## src/rtl/memory_pkg.sv

```systemverilog
// ----------------------------------------------------------------------------
// memory_pkg
// Shared definitions for the instruction memory path: field widths of the
// 8-bit instruction word, the loader's counter width and saturation limit,
// the loader FSM state encoding and the field packing helper.
// ----------------------------------------------------------------------------
package memory_pkg;

   localparam int OPCODE_W = 3;
   localparam int OPER_W   = 5;
   localparam int INSTR_W  = 8;
   localparam int ADDR_W   = 8;

   // count has to represent a completely filled 256-entry memory.
   localparam int                COUNT_W   = ADDR_W + 1;
   localparam logic [COUNT_W-1:0] COUNT_MAX = 9'd256;

   typedef enum logic [1:0] {
      ST_IDLE  = 2'd0,
      ST_LOAD  = 2'd1,
      ST_WRITE = 2'd2,
      ST_DONE  = 2'd3
   } loader_state_t;

   // Opcode occupies [7:5], operand [4:0]; the fetch side splits the byte
   // back along exactly these boundaries.
   function automatic logic [INSTR_W-1:0] pack_instr(
      input logic [OPCODE_W-1:0] opcode,
      input logic [OPER_W-1:0]   operand
   );
      return {opcode, operand};
   endfunction

endpackage

```

## src/rtl/instruction_loader_if.sv

```systemverilog
// ----------------------------------------------------------------------------
// instruction_loader_if
// Handshake and memory-write bundle of the instruction loader.
//   master : drives start / load_valid / load_last / OPCode / Four_Zero_Bits,
//            observes the memory write port and status.
//   slave  : the loader itself.
// Signals: start, load_valid, load_last, OPCode[2:0], Four_Zero_Bits[4:0],
//          load_ready, mem_we, mem_addr[7:0], mem_wdata[7:0], count[8:0],
//          busy, done, overflow.
// ----------------------------------------------------------------------------
interface instruction_loader_if;

   logic                             start;
   logic                             load_valid;
   logic                             load_last;
   logic [memory_pkg::OPCODE_W-1:0]  OPCode;
   logic [memory_pkg::OPER_W-1:0]    Four_Zero_Bits;
   logic                             load_ready;
   logic                             mem_we;
   logic [memory_pkg::ADDR_W-1:0]    mem_addr;
   logic [memory_pkg::INSTR_W-1:0]   mem_wdata;
   logic [memory_pkg::COUNT_W-1:0]   count;
   logic                             busy;
   logic                             done;
   logic                             overflow;

   modport master (
      output start, load_valid, load_last, OPCode, Four_Zero_Bits,
      input  load_ready, mem_we, mem_addr, mem_wdata, count, busy, done, overflow
   );

   modport slave (
      input  start, load_valid, load_last, OPCode, Four_Zero_Bits,
      output load_ready, mem_we, mem_addr, mem_wdata, count, busy, done, overflow
   );

endinterface

```

## src/rtl/instruction_encoder_.sv

```systemverilog
// ----------------------------------------------------------------------------
// instruction_encoder_
// Purely combinational packer of the instruction fields into one byte.
//   OPCode[2:0]         -> instruction[7:5]
//   Four_Zero_Bits[4:0] -> instruction[4:0]  (bits [4:3] are Rs)
// ----------------------------------------------------------------------------
module instruction_encoder_
   import memory_pkg::*;
(
   input  logic [OPCODE_W-1:0] OPCode,
   input  logic [OPER_W-1:0]   Four_Zero_Bits,
   output logic [INSTR_W-1:0]  instruction
);

   assign instruction = pack_instr(OPCode, Four_Zero_Bits);

endmodule

```

## src/rtl/instruction_loader.sv

```systemverilog
// ----------------------------------------------------------------------------
// instruction_loader
// Accepts instruction fields over a valid/ready handshake and writes the
// packed bytes into instruction memory at consecutive addresses starting at
// BASE_ADDR. One instruction every two cycles at most: LOAD accepts, WRITE
// strobes mem_we. The session ends on the instruction flagged load_last, or
// with a sticky overflow when LAST_ADDR is written without the last flag.
// Ports:
//   clock, reset : clock and asynchronous active-high reset
//   bus (slave)  : handshake inputs, memory write port, count/busy/done/
//                  overflow status
// ----------------------------------------------------------------------------
module instruction_loader
   import memory_pkg::*;
#(
   parameter logic [ADDR_W-1:0] BASE_ADDR = 8'h00,
   parameter logic [ADDR_W-1:0] LAST_ADDR = 8'hFF
)
(
   input  logic               clock,
   input  logic               reset,
   instruction_loader_if.slave bus
);

   loader_state_t          state;
   loader_state_t          state_nxt;

   logic [INSTR_W-1:0]     instr_enc;
   logic [ADDR_W-1:0]      mem_addr_q;
   logic [INSTR_W-1:0]     mem_wdata_q;
   logic [COUNT_W-1:0]     count_q;
   logic                   overflow_q;
   logic                   last_q;

   logic                   load_ready_c;
   logic                   mem_we_c;
   logic                   busy_c;
   logic                   done_c;

   function automatic logic [COUNT_W-1:0] count_sat_inc(input logic [COUNT_W-1:0] c);
      return (c == COUNT_MAX) ? c : c + 9'd1;
   endfunction

   instruction_encoder_ u_encoder (
      .OPCode         (bus.OPCode),
      .Four_Zero_Bits (bus.Four_Zero_Bits),
      .instruction    (instr_enc)
   );

   // ---- state register -----------------------------------------------------
   always_ff @(posedge clock or posedge reset) begin
      if (reset) begin
         state <= ST_IDLE;
      end else begin
         state <= state_nxt;
      end
   end

   // ---- next state and state-decoded outputs -------------------------------
   always_comb begin
      state_nxt    = state;
      load_ready_c = 1'b0;
      mem_we_c     = 1'b0;
      busy_c       = 1'b0;
      done_c       = 1'b0;
      case (state)
         ST_IDLE: begin
            if (bus.start) state_nxt = ST_LOAD;
         end
         ST_LOAD: begin
            load_ready_c = 1'b1;
            busy_c       = 1'b1;
            if (bus.load_valid) state_nxt = ST_WRITE;
         end
         ST_WRITE: begin
            mem_we_c = 1'b1;
            busy_c   = 1'b1;
            // Either the session is complete or the memory is full.
            if (last_q || (mem_addr_q == LAST_ADDR)) begin
               state_nxt = ST_DONE;
            end else begin
               state_nxt = ST_LOAD;
            end
         end
         ST_DONE: begin
            done_c = 1'b1;
            if (bus.start) state_nxt = ST_LOAD;
         end
         default: state_nxt = ST_IDLE;
      endcase
   end

   // ---- address, data, counter and error registers -------------------------
   always_ff @(posedge clock or posedge reset) begin
      if (reset) begin
         mem_addr_q  <= BASE_ADDR;
         mem_wdata_q <= '0;
         count_q     <= '0;
         overflow_q  <= 1'b0;
         last_q      <= 1'b0;
      end else begin
         case (state)
            ST_IDLE, ST_DONE: begin
               if (bus.start) begin
                  mem_addr_q <= BASE_ADDR;
                  count_q    <= '0;
                  overflow_q <= 1'b0;
                  last_q     <= 1'b0;
               end
            end
            ST_LOAD: begin
               if (bus.load_valid) begin
                  mem_wdata_q <= instr_enc;
                  last_q      <= bus.load_last;
               end
            end
            ST_WRITE: begin
               count_q <= count_sat_inc(count_q);
               // The address holds at LAST_ADDR rather than wrapping; a
               // further instruction is the overflow condition.
               if (!last_q) begin
                  if (mem_addr_q == LAST_ADDR) begin
                     overflow_q <= 1'b1;
                  end else begin
                     mem_addr_q <= mem_addr_q + 8'd1;
                  end
               end
            end
            default: ;
         endcase
      end
   end

   assign bus.load_ready = load_ready_c;
   assign bus.mem_we     = mem_we_c;
   assign bus.mem_addr   = mem_addr_q;
   assign bus.mem_wdata  = mem_wdata_q;
   assign bus.count      = count_q;
   assign bus.busy       = busy_c;
   assign bus.done       = done_c;
   assign bus.overflow   = overflow_q;

endmodule

```

## src/flat_wrapper.sv

```systemverilog
// flat-port wrapper written by rule: the top's interface ports become plain ports
module instruction_loader_flat import memory_pkg::*;
#(
   parameter logic [ADDR_W-1:0] BASE_ADDR = 8'h00,
   parameter logic [ADDR_W-1:0] LAST_ADDR = 8'hFF
)
  (clock, reset, bus_start, bus_load_valid, bus_load_last, bus_OPCode, bus_Four_Zero_Bits, bus_load_ready, bus_mem_we, bus_mem_addr, bus_mem_wdata, bus_count, bus_busy, bus_done, bus_overflow);
  instruction_loader_if bus_i ();
  input  logic clock;
  input  logic reset;
  input wire logic [$bits(bus_i.start)-1:0] bus_start;
  input wire logic [$bits(bus_i.load_valid)-1:0] bus_load_valid;
  input wire logic [$bits(bus_i.load_last)-1:0] bus_load_last;
  input wire logic [$bits(bus_i.OPCode)-1:0] bus_OPCode;
  input wire logic [$bits(bus_i.Four_Zero_Bits)-1:0] bus_Four_Zero_Bits;
  output wire logic [$bits(bus_i.load_ready)-1:0] bus_load_ready;
  output wire logic [$bits(bus_i.mem_we)-1:0] bus_mem_we;
  output wire logic [$bits(bus_i.mem_addr)-1:0] bus_mem_addr;
  output wire logic [$bits(bus_i.mem_wdata)-1:0] bus_mem_wdata;
  output wire logic [$bits(bus_i.count)-1:0] bus_count;
  output wire logic [$bits(bus_i.busy)-1:0] bus_busy;
  output wire logic [$bits(bus_i.done)-1:0] bus_done;
  output wire logic [$bits(bus_i.overflow)-1:0] bus_overflow;
  assign bus_i.start = bus_start;
  assign bus_i.load_valid = bus_load_valid;
  assign bus_i.load_last = bus_load_last;
  assign bus_i.OPCode = bus_OPCode;
  assign bus_i.Four_Zero_Bits = bus_Four_Zero_Bits;
  assign bus_load_ready = bus_i.load_ready;
  assign bus_mem_we = bus_i.mem_we;
  assign bus_mem_addr = bus_i.mem_addr;
  assign bus_mem_wdata = bus_i.mem_wdata;
  assign bus_count = bus_i.count;
  assign bus_busy = bus_i.busy;
  assign bus_done = bus_i.done;
  assign bus_overflow = bus_i.overflow;
  instruction_loader #(.BASE_ADDR(BASE_ADDR), .LAST_ADDR(LAST_ADDR)) u_core (.clock(clock), .reset(reset), .bus(bus_i));
endmodule
```

## config.mk

```make
export PLATFORM = sky130hd
export DESIGN_NAME = instruction_loader_flat
export DESIGN_NICKNAME = d
export VERILOG_FILES = /design/src/rtl/memory_pkg.sv /design/src/rtl/instruction_loader_if.sv /design/src/rtl/instruction_encoder_.sv /design/src/rtl/instruction_loader.sv /design/src/flat_wrapper.sv
export SDC_FILE = /design/constraint.sdc
export NUM_CORES = 1
export LEC_CHECK = 0
export CAP_MARGIN = 40
export CORE_AREA = 2 2 63 65
export CTS_CLUSTER_SIZE = 40
export DETAILED_ROUTE_END_ITERATION = 10
export DIE_AREA = 0 0 65 67
export GPL_TIMING_DRIVEN = 1
export PLACE_DENSITY = 0.73
export SYNTH_ARGS = -nofsm -noshare
export SYNTH_HDL_FRONTEND = slang
export SYNTH_SLANG_ARGS = --single-unit
export TNS_END_PERCENT = 1
```

## constraint.sdc

```tcl
create_clock -name clock -period 5.7 [get_ports clock]
set_input_delay 0.57 -clock clock [delete_from_list [all_inputs] [get_ports clock]]
set_output_delay 0.57 -clock clock [all_outputs]
set_load 0.02 [all_outputs]
```

==> results of run 1 <==
-- cell usage after synthesis (all sizes together) (3+ instances only) --
cell type / instances
nand2: 15
ha: 7
a21oi: 4
nor2: 8
and3: 5
o21ai: 8
dfrtp: 29
mux2: 8
clkbuf: 3
inv: 10
a31oi: 6
buf: 3
nor3: 4
mux2i: 5
nand3: 7
-- per-layer routing --
| layer | vias up | track usage [%] | part of all wire, % |
|---|---|---|---|
| met1 | 636 | 23.7 | 46 |
| met4 | 0 | 4.79 | 0.76 |
| met3 | 3 | 6.76 | 7.1 |
| li1 | 657 | - | - |
| met2 | 47 | 28.6 | 46 |
| met5 | - | 0 | 0 |
-- final cells by class --
class / instances / area (um^2) / area share (%)
Inverter: 10 / 37.5 / 1.77
Multi-Input combinational cell: 112 / 769 / 36.3
Timing Repair Buffer: 44 / 455 / 21.5
Tap cell: 48 / 60.1 / 2.83
Clock buffer: 5 / 68.8 / 3.24
Clock inverter: 1 / 5.00 / 0.236
Sequential cell: 29 / 726 / 34.2
-- stage by stage --
stage | hold WS (ns) | instances | util (%)
floorplan | 0.526 | 157 | -
global placement | 0.491 | 242 | 56.0
detailed placement | 0.492 | 243 | 56.8
CTS | 0.512 | 249 | 58.8
global route | 0.528 | 249 | 58.8
finish | 0.506 | 249 | 58.8
-- worst reg2reg max path, cell delays in order (launching register included) --
cell,delay [ns]
dfrtp_1,0.42
inv_1,0.08
ha_1,0.58
inv_1,0.23
a21boi_0,0.49
o22ai_1,0.15
a41o_1,0.22
-- report_power, final --
group | internal, W | total [W] | switching, W
clock network | 0.0000799 | 0.000149 | 0.0000694
registers | 0.000261 | 0.000308 | 0.0000468
logic | 0.000223 | 0.000507 | 0.000284
total | 0.000565 | 0.000965 | 0.000400
-- registers in the layout, indices dropped and copies added (netlist names) --
name                  flops
u_core.state              2
u_core.bus.overflow       1
u_core.bus.mem_addr       8
u_core.last_q             1
u_core.bus.mem_wdata      8
u_core.bus.count          9
-- cell families (layout without fill, tap and decap cells) --
kind of cell               Yosys count  in the layout  synth area share, %
muxes                               13             13                 8.92
xor gates and xnor gates             2              2                 1.11
buffers and inverters               16             60                 4.86
AOI/OAI and AO/OA                   33             33                 13.9
and+or+nand+nor                     57             57                 19.4
adders and majority gates            7              7                 5.57
DFF                                 29             29                 46.2
-- final timing paths --
path                                            startpoint                                  to  slack [ns]  cells after the start
setup reg to reg               u_core.state[0]$_DFFE_PP0P_     u_core.bus.count[3]$_DFFE_PP0P_        3.42                      6
max in group asynchronous                            reset  u_core.bus.mem_addr[6]$_DFFE_PP0P_        4.60                      3
hold / removal             u_core.bus.overflow$_DFFE_PP0P_     u_core.bus.overflow$_DFFE_PP0P_        0.51                      2
min in group asynchronous                            reset     u_core.bus.count[4]$_DFFE_PP0P_        0.63                      2
hold reg to reg            u_core.bus.overflow$_DFFE_PP0P_     u_core.bus.overflow$_DFFE_PP0P_        0.51                      2
setup / recovery               u_core.state[0]$_DFFE_PP0P_                          bus_mem_we        3.04                      3
==> impl_metrics.ini, run 1 <==
[run_status]
status = completed

[logic_synthesis]
synth_top_area_share_pct = 46.2
netlist_instances = 157
yosys-top-cells-area = dfrtp_1 46%, mux2_2 5.7%, ha_1 5.6%
async_flop_share_pct = 100
ys_warn_count = 0
dominantRegCellSynth = dfrtp_1
syn_area_um2 = 1570
synth_nets = 177
ys_seq_area_share_pct = 46.2
synth_area_per_cell_um2 = 10.0
synth_edf_count = 0
synth-seq-cells = 29
synth_cell_types = 42
synth_area_leader_cell = dfrtp_1

[min_path]
hold_class = flop to flop

[timing]
period_share_pct = 46.7
fin_skew_ns = 0.00736
setup_ws_ns = 3.04
rsz0062_at_grt = false
hold_violations = 0
drv_slew = 0
min_period_ns = 2.66
fmax_ghz = 0.375
tightest_slew_ns = 0.662
setup_viol = 0
tns_ns = 0
relSlewSlack_pct = 55.9

[setup_path]
worstSetupPathType = flop to output pin
crit_family = buffers and inverters
critPathBufInv = 2
worst-path-max-fanout = 20
cp_data_arrival_time_ns = 2.09
slowest_delay_ns = 0.74
cpMaxStageDelayCell = clkdlybuf4s50_1
crit_required_ns = 5.13
crit_chain = inv_1 -> ha_1 -> clkdlybuf4s50_1
endpoint_kind = output pin
start_kind = flop

[die]
die-area_um2 = 4360
rows = 22
die_h_um = 67
start_util_pct = 43.6
core_area_um2 = 3610
dieWidth_um = 65
io_pins = 43

[place]
placed_cell_area_um2 = 2050
pre_cts_ws_ns = 3.33
place.gp.congestion = 0.842
port_buffers = 42
hpwl_um = 2680

[clocking]
cts_setup_buffers = 0
cts_buffer_depth = 2
cts-resized-gates = 0
ctsHoldBuffers = 0
worstSkewPairLatency_ns = 0.27
cts_tree = yes
cts_buffers = 5
htreeDepth = 2
cts_num_sinks = 29
root_buffer = clkbuf_8
clkSlewWorstSetupHoldPaths_ns = 0.06

[global_routing]
grt_start_max_net_pins = 21
grt_pass1_vias = 1356
grt_first_pass_wirelength_um = 6110
grt_overflow = 0
grt_use_total_pct = 18.2
grt_antenna_before_repair = 0

[cells_and_area]
synthToLayoutAreaGrowth_pct = 35.0
layout_commonest_cell = clkdlybuf4s50_1
final_cell_area_um2 = 2120
final_cell_mix = 42 x clkdlybuf4s50_1, 29 x dfrtp_1, 15 x nand2_1
diodes = 0
n_fill_cell = 310
nets = 222
final_layout_size_suffix_gt1_share_pct = 9.95

[drt]
postRouteAntennaNets = 0
first_pass_iters = 4
post-route-drc-count = 0
finalWirelength_um = 3540
dr_total_vias = 1343
via_per_inst = 5.39
drt_iter0_markers = 102
drt-wirelength-per-cell_um = 14.2

[job]
maxCapViolCount = 0

[power_and_ir_drop]
p_leak_nw = 0.922
vdd_drop_max_mv = 0.280
total_power_w = 0.000965
p_per_area_nw_per_um2 = 455
Power figures use the tool's default switching activity.
==> inputs of run 2 (changes only) <==
clock period = 2.7 ns   (was 5.7 ns; I/O delays follow)
==> impl_metrics.ini, run 2 (synthesis gave the netlist of run 1 again) <==
[timing]
fin_skew_ns = 0.00574
period_share_pct = 80.7
relSlewSlack_pct = 60.6
fmax_ghz = 0.459
tns_ns = 0
drv_slew = 0
min_period_ns = 2.18
setup_viol = 0
whs_ns = 0.353
hold_violations = 0
tightest_slew_ns = 0.590
rsz0062_at_grt = false

[global_routing]
grt_antenna_before_repair = 0
grt_first_pass_wirelength_um = 6540
grt_pass1_vias = 1408
grt_overflow = 0
grt_use_total_pct = 20.0
grt_start_max_net_pins = 21

[min_path]
hold_class = input port to async pin

[place]
place.gp.congestion = 0.924
placed_cell_area_um2 = 2040
port_buffers = 42
hpwl_um = 2800
dp_cells = 244

[setup_path]
cpMaxStageDelayCell = clkdlybuf4s50_1
cp_data_arrival_time_ns = 1.91
worst-path-max-fanout = 12
worstSetupStartpoint = u_core.state[0]$_DFFE_PP0P_
reg2reg_from = u_core.state[0]$_DFFE_PP0P_
critPathCapture = bus_mem_we
r2r_cells = 6
worstSetupPathType = flop to output pin
crit_chain = inv_1 -> ha_1 -> clkdlybuf4s50_1
crit_required_ns = 2.43
r2r_slack_ns = 0.65
endpoint_kind = output pin
slowest_delay_ns = 0.70
reg2reg_to = u_core.bus.count[3]$_DFFE_PP0P_
start_kind = flop

[cells_and_area]
regArea_um2 = 726
final_cell_mix = 42 x clkdlybuf4s50_1, 29 x dfrtp_1, 15 x nand2_1
layout_commonest_cell = clkdlybuf4s50_1
diodes = 0
final_layout_size_suffix_gt1_share_pct = 11.3
nets = 223
largest_reg_flops = 9
n_fill_cell = 321
synthToLayoutAreaGrowth_pct = 36.0
multi_input_area_um2 = 769
final_cells = 252
final_cell_area_um2 = 2140

[drt]
finalWirelength_um = 3710
post-route-drc-count = 0
drt-wirelength-per-cell_um = 14.7
first_pass_iters = 5
dr_total_vias = 1402
drt_iter0_markers = 131
via_per_inst = 5.56
postRouteAntennaNets = 0

[die]
start_util_pct = 43.6
io_pins = 43
rows = 22
die_h_um = 67
die-area_um2 = 4360
dieWidth_um = 65
core_area_um2 = 3610

[power_and_ir_drop]
netSwitchingPower_w = 0.000867
combPwrFrac_pct = 50.8
total_power_w = 0.00212
vdd_drop_max_mv = 0.678
p_per_area_nw_per_um2 = 994
sw_frac_of_total_pct = 40.8
p_int_w = 0.00126
p_leak_nw = 0.934
power.share.clock_pct = 18.5
p_seq_share_pct = 30.7

[clocking]
root_buffer = clkbuf_8
cts_buffers = 5
cts-resized-gates = 0
ctsHoldBuffers = 0
clkSlewWorstSetupHoldPaths_ns = 0.06
htreeDepth = 2
worstSkewPairLatency_ns = 0.28
cts_tree = yes
cts_num_sinks = 29
cts_buffer_depth = 2
cts_setup_buffers = 0

[run_status]
status = completed

[job]
maxCapViolCount = 0
## run 2: how the worst min path moves through the flow
stage | start | endpoint | slack [ns]
floorplan | reset | u_core.bus.count[0]$_DFFE_PP0P_ | 0.35
global placement | u_core.bus.mem_wdata[7]$_DFFE_PP0P_ | u_core.bus.mem_wdata[7]$_DFFE_PP0P_ | 0.49
detailed placement | u_core.bus.mem_wdata[5]$_DFFE_PP0P_ | u_core.bus.mem_wdata[5]$_DFFE_PP0P_ | 0.49
CTS | reset | u_core.bus.mem_wdata[4]$_DFFE_PP0P_ | 0.38
global route | reset | u_core.bus.mem_wdata[4]$_DFFE_PP0P_ | 0.43
finish | reset | u_core.bus.mem_wdata[4]$_DFFE_PP0P_ | 0.35
## run 2: cell type report
cell class,instances,share of cell area (%)
clock buffers,7,4.51
well taps,48,2.81
clock inverters,1,0.234
flip-flops and latches,29,34.0
multi-input cells,112,36.0
inverters,10,1.76
repair buffers,45,20.7
## run 2: metrics by stage
| stage | setup WS (ns) | utilization (%) |
|---|---|---|
| 5_1_grt | 0.440 | 59.3 |
| 2_1_floorplan | 0.725 | - |
| 4_1_cts | 0.519 | 59.3 |
| 3_5_place_dp | 0.684 | 56.5 |
| 6_report | 0.522 | 59.3 |
| 3_3_place_gp | 0.802 | 56.5 |
## run 2: worst max-delay path: cells and delay by family, from the launching register on
family | cells | cell delay [ns]
buf+inv | 2 | 0.78
flops | 1 | 0.43
fa+ha+maj | 1 | 0.41
## run 2: power by group through the flow
stage,Clock [W],Combinational (W),Sequential (W)
after global routing,0.000432,0.00119,0.000671
after floorplan,0,0.000550,0.000754
after CTS,0.000403,0.00109,0.000653
after detailed placement,0,0.00108,0.000659
after global placement,0,0.00105,0.000647
final,0.000393,0.00108,0.000651
## run 2: layer usage
layer	track usage, %	routed length (um)	vias up
met5	0	0	-
met4	6.91	71	0
met3	8.45	323	9
met2	34.4	1830	61
met1	22.2	1490	667
li1	-	-	665
==> inputs of run 3 (changes only) <==
CORE_AREA = 2 2 64 66   (was 2 2 63 65)
DIE_AREA = 0 0 66 68   (was 0 0 65 67)
clock period = 1.9 ns   (was 2.7 ns; I/O delays follow)
==> impl_metrics.ini, run 3 (synthesis gave the netlist of run 1 again) <==
[clocking]
cts_num_sinks = 29
htreeDepth = 2
cts_setup_buffers = 0
cts_buffers = 5
root_buffer = clkbuf_8
worstSkewPairLatency_ns = 0.28
cts_tree = yes
cts_buffer_depth = 2
clkSlewWorstSetupHoldPaths_ns = 0.06

[global_routing]
grt_antenna_before_repair = 0
grt_pass1_vias = 1295
grt_first_pass_wirelength_um = 5690
grt_use_total_pct = 16.8
grt_start_max_net_pins = 30
grt_overflow = 0

[die]
die-area_um2 = 4490
start_util_pct = 40.8
dieWidth_um = 66
rows = 23
core_area_um2 = 3860
io_pins = 43
die_h_um = 68

[setup_path]
r2r_slack_ns = 0.10
r2r_cells = 5
cp_data_arrival_time_ns = 1.61
worstSetupPathType = flop to output pin
endpoint_kind = output pin
worst-path-max-fanout = 4
crit_required_ns = 1.71
start_kind = flop
reg2reg_from = u_core.state[1]$_DFFE_PP0P_
reg2reg_to = u_core.bus.count[0]$_DFFE_PP0P_

[cells_and_area]
final_layout_size_suffix_gt1_share_pct = 12.5
largest_reg_flops = 9
layout_commonest_cell = clkdlybuf4s50_1
diodes = 0
multi_input_area_um2 = 769
synthToLayoutAreaGrowth_pct = 38.3
n_fill_cell = 345
final_cell_mix = 41 x clkdlybuf4s50_1, 29 x dfrtp_1, 15 x nand2_1
nets = 228
post-route-util_pct = 56.4
regArea_um2 = 726
final_cell_area_um2 = 2170

[timing]
min_period_ns = 1.80
fmax_ghz = 0.557
setup_ws_ns = 0.105
hold_violations = 0
relSlewSlack_pct = 64.3
tns_ns = 0
drv_slew = 0
period_share_pct = 94.5
setup_viol = 0
rsz0062_at_grt = false
fin_skew_ns = 0.00568
tightest_slew_ns = 0.530

[drt]
drt_iter0_markers = 64
drt-wirelength-per-cell_um = 13.7
postRouteAntennaNets = 0
post-route-drc-count = 0
finalWirelength_um = 3530
via_per_inst = 5.38
dr_total_vias = 1389
first_pass_iters = 4

[place]
placed_cell_area_um2 = 2090
port_buffers = 42
pre_cts_ws_ns = 0.151
place.gp.congestion = 0.766
hpwl_um = 2630

[power_and_ir_drop]
vdd_drop_max_mv = 0.958
p_leak_nw = 0.955
p_per_area_nw_per_um2 = 1410

[job]
maxCapViolCount = 0

[min_path]
hold_class = input port to async pin

[run_status]
status = completed
run 3: cell count changes in the layout (fill, tap and decap cells not counted), sizes merged:
cell	previous run	this run
clkdlybuf4s50	42	41
buf	3	8
dlygate4sd2	0	1
clkinv	1	0
run 3: report_power, final:
| group | internal (W) | leakage (nW) | switching [W] |
|---|---|---|---|
| Sequential | 0.000784 | 0.379 | 0.000124 |
| Clock | 0.000286 | 0.0443 | 0.000213 |
| Combinational | 0.000764 | 0.532 | 0.000883 |
run 3: area by class of cell:
cell class	count	area share, %
multi-input cells	112	35.4
repair buffers	50	22.6
well taps	50	2.88
flip-flops and latches	29	33.4
clock buffers	7	3.97
inverters	10	1.73
run 3: how the worst max path moves through the flow:
stage	from	to	slack [ns]	depth (start not counted)
2_1_floorplan	u_core.state[0]$_DFFE_PP0P_	u_core.bus.mem_addr[4]$_DFFE_PP0P_	0.01	8
3_3_place_gp	u_core.state[1]$_DFFE_PP0P_	u_core.bus.count[0]$_DFFE_PP0P_	0.18	5
3_5_place_dp	u_core.state[1]$_DFFE_PP0P_	u_core.bus.count[3]$_DFFE_PP0P_	0.15	5
4_1_cts	u_core.state[1]$_DFFE_PP0P_	bus_load_ready	0.09	3
5_1_grt	u_core.state[1]$_DFFE_PP0P_	u_core.bus.count[1]$_DFFE_PP0P_	0.01	6
6_report	u_core.state[1]$_DFFE_PP0P_	bus_load_ready	0.10	3
run 3: worst max-delay path, cell delays in order, from the launching register on:
cell	delay (ns)
dfrtp_1	0.41
inv_1	0.09
ha_1	0.20
clkdlybuf4s50_1	0.63
run 3: what timing repair did:
| item | in CTS | in global routing |
|---|---|---|
| hold buffers | 0 | 0 |
| gates resized for setup | 1 | 0 |
| setup endpoints to repair | 1 | 0 |
run 3: through the flow:
step,hold slack [ns],total power [W],instances
after floorplan,0.268,0.00186,157
after global placement,0.482,0.00256,251
after detailed placement,0.497,0.00259,251
after CTS,0.301,0.00309,258
after global routing,0.342,0.00327,258
final,0.282,0.00306,258
run 3: layer usage:
layer  routed length (um)  up-vias  track usage (%)
li1                     -      674                -
met1                 1560      680             20.9
met4                   34        0             6.63
met3                  117        5             5.26
met2                 1820       30             27.4
met5                    0        -                0
